<file path="src/rtl/bus_controller_pkg.sv">
`default_nettype none
// ============================================================================
// Module      : bus_controller_pkg
// Description : Shared definitions for the CPU bus controller: size codes,
//               FSM state encoding, default IO base and decode helpers.
// Revision    : 1.0 - initial release
// ============================================================================
package bus_controller_pkg;

   // CPU access size codes (i_cpu_bhw)
   localparam logic [2:0] BHW_B  = 3'b000;
   localparam logic [2:0] BHW_H  = 3'b001;
   localparam logic [2:0] BHW_W  = 3'b010;
   localparam logic [2:0] BHW_BU = 3'b100;
   localparam logic [2:0] BHW_HU = 3'b101;

   localparam logic [31:0] IO_BASE_DEFAULT = 32'hFFFF_0000;

   // Wide enough for the largest supported TIMEOUT (1023)
   localparam int TIMEOUT_W = 10;

   typedef enum logic [1:0] {
      ST_IDLE = 2'd0,
      ST_REQ  = 2'd1,
      ST_RESP = 2'd2,
      ST_ERR  = 2'd3
   } state_e;

   function automatic logic bhw_legal(input logic [2:0] bhw);
      return (bhw == BHW_B) || (bhw == BHW_H) || (bhw == BHW_W) ||
             (bhw == BHW_BU) || (bhw == BHW_HU);
   endfunction

   function automatic logic bhw_misaligned(input logic [2:0] bhw, input logic [1:0] a);
      return (((bhw == BHW_H) || (bhw == BHW_HU)) && a[0]) ||
             ((bhw == BHW_W) && (a != 2'b00));
   endfunction

endpackage
`default_nettype wire

</file>
<file path="src/rtl/bus_lane_align.sv">
`default_nettype none
// ============================================================================
// Module      : bus_lane_align
// Description : Combinational byte-lane steering.
//               Store side: byte enables and lane-replicated write data.
//               Load side : lane select plus sign/zero extension.
// Ports       : addr_lo_i  - byte offset within the word
//               bhw_i      - access size code
//               st_data_i  - right-justified store data
//               be_o       - byte enables
//               wdata_o    - lane-steered write data
//               ld_word_i  - raw word from the slave
//               ld_data_o  - right-justified, extended load result
// Revision    : 1.0 - initial release
// ============================================================================
module bus_lane_align
   import bus_controller_pkg::*;
(
   input  logic [1:0]  addr_lo_i,
   input  logic [2:0]  bhw_i,
   input  logic [31:0] st_data_i,
   output logic [3:0]  be_o,
   output logic [31:0] wdata_o,
   input  logic [31:0] ld_word_i,
   output logic [31:0] ld_data_o
);

   logic [7:0]  byte_sel_d;
   logic [15:0] half_sel_d;

   always_comb begin
      be_o    = 4'b0000;
      wdata_o = st_data_i;
      case (bhw_i)
         BHW_B, BHW_BU: begin
            be_o    = 4'b0001 << addr_lo_i;
            wdata_o = {4{st_data_i[7:0]}};
         end
         BHW_H, BHW_HU: begin
            be_o    = addr_lo_i[1] ? 4'b1100 : 4'b0011;
            wdata_o = {2{st_data_i[15:0]}};
         end
         BHW_W:   be_o = 4'b1111;
         default: be_o = 4'b0000;
      endcase
   end

   always_comb begin
      case (addr_lo_i)
         2'd0:    byte_sel_d = ld_word_i[7:0];
         2'd1:    byte_sel_d = ld_word_i[15:8];
         2'd2:    byte_sel_d = ld_word_i[23:16];
         default: byte_sel_d = ld_word_i[31:24];
      endcase
      half_sel_d = addr_lo_i[1] ? ld_word_i[31:16] : ld_word_i[15:0];
      case (bhw_i)
         BHW_B:   ld_data_o = {{24{byte_sel_d[7]}}, byte_sel_d};
         BHW_BU:  ld_data_o = {24'd0, byte_sel_d};
         BHW_H:   ld_data_o = {{16{half_sel_d[15]}}, half_sel_d};
         BHW_HU:  ld_data_o = {16'd0, half_sel_d};
         default: ld_data_o = ld_word_i;
      endcase
   end

endmodule
`default_nettype wire

</file>
<file path="src/rtl/bus_controller.sv">
`default_nettype none
// ============================================================================
// Module      : bus_controller
// Description : Accepts one CPU access at a time, decodes it to the RAM or
//               IO slave port, steers byte lanes, and returns exactly one
//               o_cpu_DV per accepted access (with o_cpu_err on failure).
// Ports       : i_clk/i_rst_n         - clock, async active-low reset
//               i_cpu_*               - CPU request (address/data/DV/bhw/wnr)
//               o_cpu_data/DV/err     - completion strobe and load result
//               o_busy                - access in flight
//               o_ram_*/i_ram_*       - RAM word port (req held until ack)
//               o_io_*/i_io_*         - IO word port (req held until ack)
// Revision    : 1.0 - initial release
// ============================================================================
module bus_controller
   import bus_controller_pkg::*;
#(
   parameter int          RAM_ADDR_W = 14,
   parameter logic [31:0] IO_BASE    = IO_BASE_DEFAULT,
   parameter int          IO_ADDR_W  = 14,
   parameter int          TIMEOUT    = 255
)(
   input  logic                  i_clk,
   input  logic                  i_rst_n,
   input  logic [31:0]           i_cpu_address,
   input  logic [31:0]           i_cpu_data,
   input  logic                  i_cpu_DV,
   input  logic [2:0]            i_cpu_bhw,
   input  logic                  i_cpu_write_notread,
   output logic [31:0]           o_cpu_data,
   output logic                  o_cpu_DV,
   output logic                  o_cpu_err,
   output logic                  o_busy,
   output logic                  o_ram_req,
   output logic                  o_ram_we,
   output logic [RAM_ADDR_W-1:0] o_ram_addr,
   output logic [3:0]            o_ram_be,
   output logic [31:0]           o_ram_wdata,
   input  logic [31:0]           i_ram_rdata,
   input  logic                  i_ram_ack,
   output logic                  o_io_req,
   output logic                  o_io_we,
   output logic [IO_ADDR_W-1:0]  o_io_addr,
   output logic [3:0]            o_io_be,
   output logic [31:0]           o_io_wdata,
   input  logic [31:0]           i_io_rdata,
   input  logic                  i_io_ack
);

   state_e               state_q;
   logic [1:0]           addr_lo_q;
   logic [2:0]           bhw_q;
   logic                 we_q;
   logic                 sel_io_q;
   logic [TIMEOUT_W-1:0] cnt_q;

   logic        is_ram_d, is_io_d, legal_d, ack_d, timeout_d;
   logic [1:0]  lane_addr_d;
   logic [2:0]  lane_bhw_d;
   logic [3:0]  be_d;
   logic [31:0] wdata_d, ld_word_d, ld_data_d;

   assign is_ram_d  = (i_cpu_address >> (RAM_ADDR_W + 2)) == 32'd0;
   assign is_io_d   = (i_cpu_address[31:16] == IO_BASE[31:16]);
   assign legal_d   = bhw_legal(i_cpu_bhw) &&
                      !bhw_misaligned(i_cpu_bhw, i_cpu_address[1:0]) &&
                      (is_ram_d || is_io_d);
   assign ack_d     = sel_io_q ? i_io_ack : i_ram_ack;
   // cnt_q counts completed REQ cycles, so TIMEOUT-1 marks the last one
   assign timeout_d = (cnt_q == TIMEOUT_W'(TIMEOUT - 1));
   assign ld_word_d = sel_io_q ? i_io_rdata : i_ram_rdata;

   // The single aligner serves the store side from the live CPU inputs while
   // idle (port outputs are registered on acceptance) and the load side from
   // the captured access while a request is outstanding.
   assign lane_addr_d = (state_q == ST_IDLE) ? i_cpu_address[1:0] : addr_lo_q;
   assign lane_bhw_d  = (state_q == ST_IDLE) ? i_cpu_bhw : bhw_q;

   bus_lane_align u_lane_align (
      .addr_lo_i (lane_addr_d),
      .bhw_i     (lane_bhw_d),
      .st_data_i (i_cpu_data),
      .be_o      (be_d),
      .wdata_o   (wdata_d),
      .ld_word_i (ld_word_d),
      .ld_data_o (ld_data_d)
   );

   always_ff @(posedge i_clk or negedge i_rst_n) begin
      if (!i_rst_n) begin
         state_q     <= ST_IDLE;
         addr_lo_q   <= 2'd0;
         bhw_q       <= 3'd0;
         we_q        <= 1'b0;
         sel_io_q    <= 1'b0;
         cnt_q       <= '0;
         o_cpu_data  <= 32'd0;
         o_cpu_DV    <= 1'b0;
         o_cpu_err   <= 1'b0;
         o_busy      <= 1'b0;
         o_ram_req   <= 1'b0;
         o_ram_we    <= 1'b0;
         o_ram_addr  <= '0;
         o_ram_be    <= 4'd0;
         o_ram_wdata <= 32'd0;
         o_io_req    <= 1'b0;
         o_io_we     <= 1'b0;
         o_io_addr   <= '0;
         o_io_be     <= 4'd0;
         o_io_wdata  <= 32'd0;
      end else begin
         case (state_q)
            ST_IDLE: begin
               o_cpu_DV  <= 1'b0;
               o_cpu_err <= 1'b0;
               if (i_cpu_DV) begin
                  o_busy    <= 1'b1;
                  addr_lo_q <= i_cpu_address[1:0];
                  bhw_q     <= i_cpu_bhw;
                  we_q      <= i_cpu_write_notread;
                  sel_io_q  <= !is_ram_d;
                  cnt_q     <= '0;
                  if (!legal_d) begin
                     state_q <= ST_ERR;
                  end else if (is_ram_d) begin
                     state_q     <= ST_REQ;
                     o_ram_req   <= 1'b1;
                     o_ram_we    <= i_cpu_write_notread;
                     o_ram_addr  <= i_cpu_address[RAM_ADDR_W+1:2];
                     o_ram_be    <= be_d;
                     o_ram_wdata <= wdata_d;
                  end else begin
                     state_q    <= ST_REQ;
                     o_io_req   <= 1'b1;
                     o_io_we    <= i_cpu_write_notread;
                     o_io_addr  <= i_cpu_address[IO_ADDR_W+1:2];
                     o_io_be    <= be_d;
                     o_io_wdata <= wdata_d;
                  end
               end
            end
            ST_REQ: begin
               if (ack_d || timeout_d) begin
                  o_ram_req   <= 1'b0;
                  o_ram_we    <= 1'b0;
                  o_ram_addr  <= '0;
                  o_ram_be    <= 4'd0;
                  o_ram_wdata <= 32'd0;
                  o_io_req    <= 1'b0;
                  o_io_we     <= 1'b0;
                  o_io_addr   <= '0;
                  o_io_be     <= 4'd0;
                  o_io_wdata  <= 32'd0;
               end
               // An ack coinciding with the timeout still completes normally
               if (ack_d) begin
                  state_q    <= ST_RESP;
                  o_cpu_DV   <= 1'b1;
                  o_cpu_err  <= 1'b0;
                  o_cpu_data <= we_q ? 32'd0 : ld_data_d;
               end else if (timeout_d) begin
                  state_q <= ST_ERR;
               end else begin
                  cnt_q <= cnt_q + 1'b1;
               end
            end
            ST_RESP: begin
               o_cpu_DV <= 1'b0;
               o_busy   <= 1'b0;
               state_q  <= ST_IDLE;
            end
            ST_ERR: begin
               o_cpu_DV   <= 1'b1;
               o_cpu_err  <= 1'b1;
               o_cpu_data <= 32'd0;
               o_busy     <= 1'b0;
               state_q    <= ST_IDLE;
            end
            default: state_q <= ST_IDLE;
         endcase
      end
   end

endmodule
`default_nettype wire
</file>
<file path="config.mk">
export PLATFORM = sky130hd
export DESIGN_NAME = bus_controller
export DESIGN_NICKNAME = d
export VERILOG_FILES = /design/src/rtl/bus_controller_pkg.sv /design/src/rtl/bus_lane_align.sv /design/src/rtl/bus_controller.sv
export SDC_FILE = /design/constraint.sdc
export NUM_CORES = 1
export LEC_CHECK = 0
export ABC_AREA = 1
export CAP_MARGIN = 30
export CORE_MARGIN = 8
export CORE_UTILIZATION = 51
export DETAILED_ROUTE_END_ITERATION = 10
export GPL_ROUTABILITY_DRIVEN = 0
export GPL_TIMING_DRIVEN = 0
export PLACE_DENSITY = 0.94
export SLEW_MARGIN = 15
export SYNTH_ARGS = -nofsm -noshare
export SYNTH_HDL_FRONTEND = slang
export SYNTH_HIERARCHICAL = 1
export SYNTH_SLANG_ARGS = --single-unit
export TNS_END_PERCENT = 10
</file>
<file path="constraint.sdc">
create_clock -name i_clk -period 6.2 [get_ports i_clk]
set_input_delay 0.62 -clock i_clk [delete_from_list [all_inputs] [get_ports i_clk]]
set_output_delay 0.62 -clock i_clk [all_outputs]
set_load 0.005 [all_outputs]
</file>
==> summary.md, run 1 <==
| Metric | Value |
|---|---|
| Clk sinks | 158 |
| Clock Tree Root | clkbuf_16 |
| Mapped Area | 8660 um^2 |
| I/O Pins | 276 |
| Crit-path slowest cell | o21ai_0 |
| Routed Antenna Nets | 0 |
| Number of port buffers | 275 |
| YS warnings | 6 |
| R2R setup slack | 3.22 ns |
| Slowest stage delay, CP | 0.76 ns |
| Gr usage total | 28.8% |
| CTS Buf Count | 17 |
| Post-synthesis cell count | 1239 |
| CTS tree | built |
| H-tree depth | 4 |
| Setup ws final | 3.22 ns |
| Final setup viols | 0 |
| Power Dens Cells | ~530 nW/um^2 |
| Routed len/inst | 17.9 um |
| Post_cts resized | 0 |
| Setup crit start kind | flop |
| Area grow syn2layout | 42.8% |
| Layout cells sized above 1 | 7.18% |
| Largest net degree at the start of global routing | around 110 |
| Post-Syn Nets | 1378 |
| Hold slack final | between 0.09 and 0.1 ns |
| Most used cell, CP | o21ai_0 |
| Initial Utilization | 52.2% |
| Hold WC Path Type | in -> async |
| Met3 GRT Util | under 10% |
| Clock buffer depth | 2 |
| N_diodes | 0 |
| Register area share after synthesis | between 40% and 50% |
| Die Span X | approximately 150 um |
| Status | finished, final reports clean |
| DRC errors left | 0 |
| Period utilisation layout | 48.1% |
| Worst path cell trace | nor2_2 -> inv_2 -> clkbuf_1 -> o21ai_0 -> nor2_4 -> buf_1 -> o21ai_0 -> inv_1 -> nor2_1 -> nand3_1 -> nand2_1 |
| Pre-CTS setup slack | 3.09 ns |
| Lkg Pwr | 0.00633 uW |
| GR Layer Usage met1 | 33.0% |
| Clk_skew | 0.0118 ns |
| Critical path capture point type | flop |
| CTS clk-pin slew, worst paths | 0.07 ns |
| Core Area | 16600 um^2 |
| Worst R2R Start | state_q[0] |
| Final Util | 74.6% |
| Post-synth top area cell | dfrtp_1 |
| M2 GR Usage | 47.6% |
| R2R Path End | o_io_wdata[14] |
| Worst IR Drop VDD | approximately 0.00023 V |
| Total gr overflow | 0 |
| Vias in the first global route | 9470 |
| HPWL after DPL | about 24 mm |
| Initial antenna violation count | 0 |
| Crit path DAT | 3.34 ns |
| Synthesized flop and latch total | between 150 and 200 |
| Main synth FF type | dfrtp_1 |
| Routed WL | 31.6 mm |
| Synth cell types | 37 |
| DRT iter0 DRCs | 1013 |
| Fmax | 0.336 GHz |
| Slew margin rel. | 39.3% |
| Post-synth EDFFs | 0 |
| Total power | 6520 uW |
| Die Span Y | 146 um |
| Mean post-synth cell area | 6.99 um^2 |
| Worst slew pin tran | 0.901 ns |
| Worst Reg-to-Reg Cells | 11 |
| Crit path required time | 6.56 ns |
| Async set or reset register ratio after synthesis | 100% |
| Routed vias/inst | approximately 5.5 |
| Max Cap Viol | 0 |
| CTS Hold Buffers Added | 0 |
| Drt pass-1 iters | 8 |
| Nets | around 1700 |
| Worst setup path start | state_q[0] |
| Unrepaired setup endpoints after global routing | no |
| Setup Fix Bufs, Post-CTS | 0 |
| Crit Path Max Fanout | 10 |
| Area occupied by multi-input gates | 4000 um^2 |
| Top Usage Layer GRT | met2 |
| First-pass GRT wire length | 49.3 mm |
| DIE AREA | 21400 um^2 |
| Setup CP Type | reg -> reg |
| Max Slew Vio Count | 0 |
| Vias | 9659 |
| Synth area leaders | dfrtp_1, nand2_1, nand3_1, nor2_1, inv_1 |
| Post-synth top area share | 45.7% |
| FILL cells | 1217 |
| Worst-skew pair later-pin latency | 0.42 ns |
| FP Rows | 47 |
| Minimum clock period | between 2 and 3 ns |
| Reg area | just under 4000 um^2 |
| Fin. Hold Viols | 0 |
## power by group
part / total [uW] / switching (uW) / leakage (uW) / internal [uW]
registers: 1690 / 241 / 0.00203 / 1450
logic: 3670 / 2220 / 0.00398 / 1440
clock network: 1170 / 475 / 0.000320 / 692
total: 6520 / 2940 / 0.00633 / 3580
## kinds of logic (layout without fill, tap and decap cells)
logic type,after synthesis,after routing,synth area share [%]
xor gates and xnor gates,5,5,0.506
adders and majority gates,2,2,0.289
DFF,158,158,45.7
muxes,1,1,0.130
and+or+nand+nor,826,826,40.2
AOI/OAI and AO/OA,84,84,5.06
buffers and inverters,163,471,8.21
## Yosys cell counts (2+ instances only)
| master | count |
|---|---|
| nor2_2 | 6 |
| o21ai_1 | 25 |
| nor2_4 | 5 |
| inv_2 | 7 |
| buf_4 | 14 |
| and2_1 | 2 |
| nand2_1 | 571 |
| nand3_1 | 127 |
| ha_1 | 2 |
| inv_1 | 82 |
| dfrtp_1 | 158 |
| buf_6 | 3 |
| nor3_1 | 3 |
| nand3_4 | 2 |
| nand4_1 | 7 |
| xor2_1 | 4 |
| nand2_2 | 4 |
| o21ai_0 | 53 |
| buf_2 | 18 |
| nand3_2 | 10 |
| nor2_1 | 83 |
| clkbuf_1 | 37 |
| nand2_4 | 2 |
## stage by stage
stage / instance area [um^2] / TNS [ns] / instances
6_report: 12400 / 0 / 1767
5_1_grt: 12400 / 0 / 1767
4_1_cts: 12400 / 0 / 1767
3_5_place_dp: 11700 / 0 / 1735
3_3_place_gp: 11700 / -271.46 / 1734
2_1_floorplan: 8660 / 0 / 1239
## critical path: cells and delay by family, from the launching register on
kind / cells / cell delay (ns)
compound gates: 2 / 1.01
simple gates: 5 / 0.83
buf+inv: 4 / 0.66
flops: 1 / 0.43
## flip-flops by register name, indices dropped and copies added (netlist names)
| signal | cells |
|---|---|
| we_q | 1 |
| addr_lo_q | 2 |
| o_busy | 1 |
| o_ram_addr | 14 |
| o_cpu_err | 1 |
| cnt_q | 10 |
| sel_io_q | 1 |
| o_io_wdata | 32 |
| o_io_req | 1 |
| bhw_q | 3 |
| o_cpu_DV | 1 |
| o_io_be | 4 |
| state_q | 2 |
| o_io_addr | 14 |
| o_ram_be | 4 |
| o_ram_wdata | 32 |
| o_cpu_data | 32 |
| o_ram_we | 1 |
| o_io_we | 1 |
| o_ram_req | 1 |
## how the worst max path moves through the flow
stage | end | cells after the start
floorplan | o_io_be[3] | 12
global placement | o_cpu_data[27] | 1
detailed placement | o_io_wdata[27] | 11
CTS | o_io_wdata[27] | 12
global route | o_io_wdata[27] | 12
finish | o_io_wdata[14] | 11
## cell usage in the layout (no fill, tap or decap), types with 3 or more instances in the layout
cell type / instances
inv_2: 7
nor2_1: 83
buf_4: 14
dfrtp_1: 158
nor2_2: 6
nand2_1: 571
nor2_4: 5
inv_1: 82
buf_6: 3
o21ai_0: 53
inv_6: 4
xor2_1: 4
nor3_1: 3
o21ai_1: 25
clkdlybuf4s50_1: 274
buf_2: 18
nand3_1: 127
nand2_2: 4
bufinv_16: 4
nand3_2: 10
inv_8: 4
clkbuf_1: 37
nand4_1: 7
clkbuf_16: 17
## final cells by class
type / count / share of cell area, %
clock inverters: 15 / 1.80
plain buffers: 74 / 3.04
clock buffers: 17 / 3.44
well taps: 220 / 2.23
multi-input cells: 918 / 32.3
flip-flops and latches: 158 / 32.0
repair buffers: 276 / 22.5
inverters: 89 / 2.70
## layer usage
layer | vias up | wire length (um)
met5 | - | 0
met4 | 0 | 1650
met3 | 137 | 3730
met2 | 683 | 14900
met1 | 4391 | 11300
li1 | 4448 | -
Note: power is estimated with default switching activity, not from simulation.
==> run 2, diff against run 1 <==
- CORE_UTILIZATION: 51 -> 47
- PLACE_DENSITY: 0.94 -> 0.88
- clock period: 6.2 -> 3 ns (I/O delays scaled with it)
==> run 2 against run 1 <==
- sequential power grew 110%
- total power grew 100%
- setup slack lost 3.0 ns
- global-route usage shrank 1.9 points
- critical path type unchanged
- core utilization shrank 6.4 points
- largest power group unchanged
- clock power grew 76%
==> summary.md, run 2 (synthesis gave the netlist of run 1 again) <==
| Metric | Value |
|---|---|
| Final Util | 68.2% (-6.4 points) |
| Die Span Y | 152 um (+3.7%) |
| Crit path required time | 3.37 ns (-3.19 ns) |
| Cells after DPL | 1744 (+0.52%) |
| Max Cap Viol | 0 (unchanged) |
| Final setup viols | 0 (unchanged) |
| Clock buffer depth | 2 (unchanged) |
| Crit-path slowest cell | o21ai_0 |
| DRT iter0 DRCs | 875 (-14%) |
| Biggest regs | o_cpu_data: 32 flops, o_io_wdata: 32 flops, o_ram_wdata: 32 flops |
| Max Slew Vio Count | 0 (unchanged) |
| Lkg Pwr | 0.00628 uW (-0.80%) |
| Routed vias/inst | 5.30 (-3.0%) |
| Most frequent cells in the layout | nand2_1, clkdlybuf4s50_1, dfrtp_1 |
| Number of port buffers | 275 (unchanged) |
| R2R setup slack | 0.20 ns (-3.02 ns) |
| Die Span X | 152 um (+3.7%) |
| Hold WC Path Type | in -> async |
| Clock Tree Root | clkbuf_16 |
| DRC errors left | 0 (unchanged) |
| Clk_skew | 0.00617 ns (-0.00564 ns) |
| Routed WL | 31.0 mm (-1.8%) |
| Vias | 9429 (-2.4%) |
| Crit path DAT | 3.17 ns (-0.17 ns) |
| Worst IR Drop VDD | 0.000611 V (+160%) |
| Worst Reg-to-Reg Cells | 13 (+2) |
| Fin. Hold Viols | 0 (unchanged) |
| Period utilisation layout | 93.5% (+45 points) |
| Routed Antenna Nets | 0 (unchanged) |
| Largest net degree at the start of global routing | 83 (-21%) |
| I/O Pins | 276 (unchanged) |
| Nets | 1675 (+0.12%) |
| Initial antenna violation count | 2 (+2) |
| Core Area | 18000 um^2 (+8.7%) |
| FP Rows | 49 (+4.3%) |
| Clk sinks | 158 (unchanged) |
| Commonest non-fill, non-tap cell in the layout | nand2_1 |
| Buf/Inv on CP | 5 (+1) |
| DIE AREA | 23000 um^2 (+7.6%) |
| Critical path capture point type | flop |
| Crit Path Max Fanout | 10 (unchanged) |
| First-pass GRT wire length | 48.0 mm (-2.6%) |
| Layout cells sized above 1 | 7.23% (+0.055 points) |
| Setup ws final | 0.196 ns (-3.02 ns) |
| Routed len/inst | 17.4 um (-2.5%) |
| Area grow syn2layout | 42.0% |
| Slowest stage delay, CP | 0.48 ns (-0.28 ns) |
| Status | finished, final reports clean |
| Worst slew pin tran | 0.627 ns (-0.274 ns) |
| Delay-heaviest family, CP | simple AND/OR/NAND/NOR gates |
| Final cell count without fillers | 1779 (+0.68%) |
| H-tree depth | 4 (unchanged) |
| Setup Fix Bufs, Post-CTS | 0 (unchanged) |
| Worst path cell trace | nor2_2 -> inv_2 -> clkbuf_1 -> o21ai_0 -> buf_4 -> inv_2 -> nor2_2 -> nor2_1 -> nand2_1 -> inv_1 -> nor2_1 -> nand3_1 -> nand2_1 |
| Pre-CTS setup slack | 0.0677 ns (-3.02 ns) |
| Setup crit start kind | flop |
| Power Dens Cells | 1060 nW/um^2 (+100%) |
| Fmax | 0.357 GHz (+6.3%) |
| Gr usage total | 26.9% (-1.9 points) |
| HPWL after DPL | 23.9 mm (-0.84%) |
| Worst-skew pair later-pin latency | 0.43 ns (about the same) |
| Initial Utilization | 48.0% (-4.2 points) |
| Drt pass-1 iters | 7 (-1) |
| Unrepaired setup endpoints after global routing | no |
| Setup CP Type | reg -> reg |
| Cell area after placement | 11700 um^2 (about the same) |
| CTS Buf Count | 17 (unchanged) |
| Slew margin rel. | 57.8% (+18 points) |
| Vias in the first global route | 9490 (+0.21%) |
| CTS clk-pin slew, worst paths | 0.07 ns (about the same) |
| Minimum clock period | 2.80 ns (-0.176 ns) |
| CTS tree | built |
| Fin area | 12300 um^2 (-0.58%) |
| Total gr overflow | 0 (unchanged) |
| Critical path depth | 13 (+2) |
==> run 2: changes by cell type in the layout (fill, tap and decap cells not counted), sizes merged <==
| cell | delta |
|---|---|
| buf | +1 |
| bufinv | -4 |
| clkbuf | +1 |
| clkinv | +2 |
| clkinvlp | +4 |
| diode | +1 |
| dlygate4sd3 | +1 |
| inv | -3 |
==> run 2: final timing paths <==
path,end,start
worst min register to register,o_io_addr[1],o_io_addr[1]
max in group asynchronous,o_ram_wdata[24],i_rst_n
min in group i_clk,o_io_addr[1],o_io_addr[1]
worst max register to register,o_io_be[3],state_q[0]
worst max-delay path,o_io_be[3],state_q[0]
worst min-delay path,o_ram_addr[10],i_rst_n
==> run 2: metrics by stage <==
stage | total power [uW] | TNS, ns | hold WS [ns]
3_5_place_dp | 10900 | 0 | 0.330
6_report | 13000 | 0 | 0.431
4_1_cts | 13000 | 0 | 0.472
3_3_place_gp | 10700 | -746.48 | 0.453
5_1_grt | 14000 | 0 | 0.482
2_1_floorplan | 7590 | 0 | 0.00441
==> run 2: report_power, final <==
group,internal [uW],switching (uW)
clock network,1090,963
logic,2990,4500
registers,2990,499
==> run 2: worst reg2reg max path: cells and delay by family (launching register included) <==
| family | cells | cell delay (ns) |
|---|---|---|
| AOI/OAI and AO/OA | 1 | 0.48 |
| buffers and inverters | 5 | 0.72 |
| DFF | 1 | 0.43 |
| and+or+nand+nor | 7 | 1.13 |
==> run 2: final cells by class <==
type	count	area (um^2)
Clock buffer	18	439
Clock inverter	14	109
Multi-Input combinational cell	918	4000
Buffer	74	377
Tap cell	229	287
Fill cell	1472	5730
Inverter	89	334
Timing Repair Buffer	278	2800
Antenna cell	1	2.50
Sequential cell	158	3950
==> run 2: routing by layer <==
layer / track usage (%) / part of all wire, %
met2: 44.5 / 48
met3: 7.99 / 10
met4: 11.6 / 3.7
met5: 0 / 0.11
met1: 32.0 / 38
==> run 2: what timing repair did <==
| item | 4_1_cts | 5_1_grt |
|---|---|---|
| resized for setup | 0 | 1 |
| endpoints found under the hold margin | 76 | 0 |
| hold buffers | 1 | 0 |
| setup endpoints to repair | 0 | 26 |
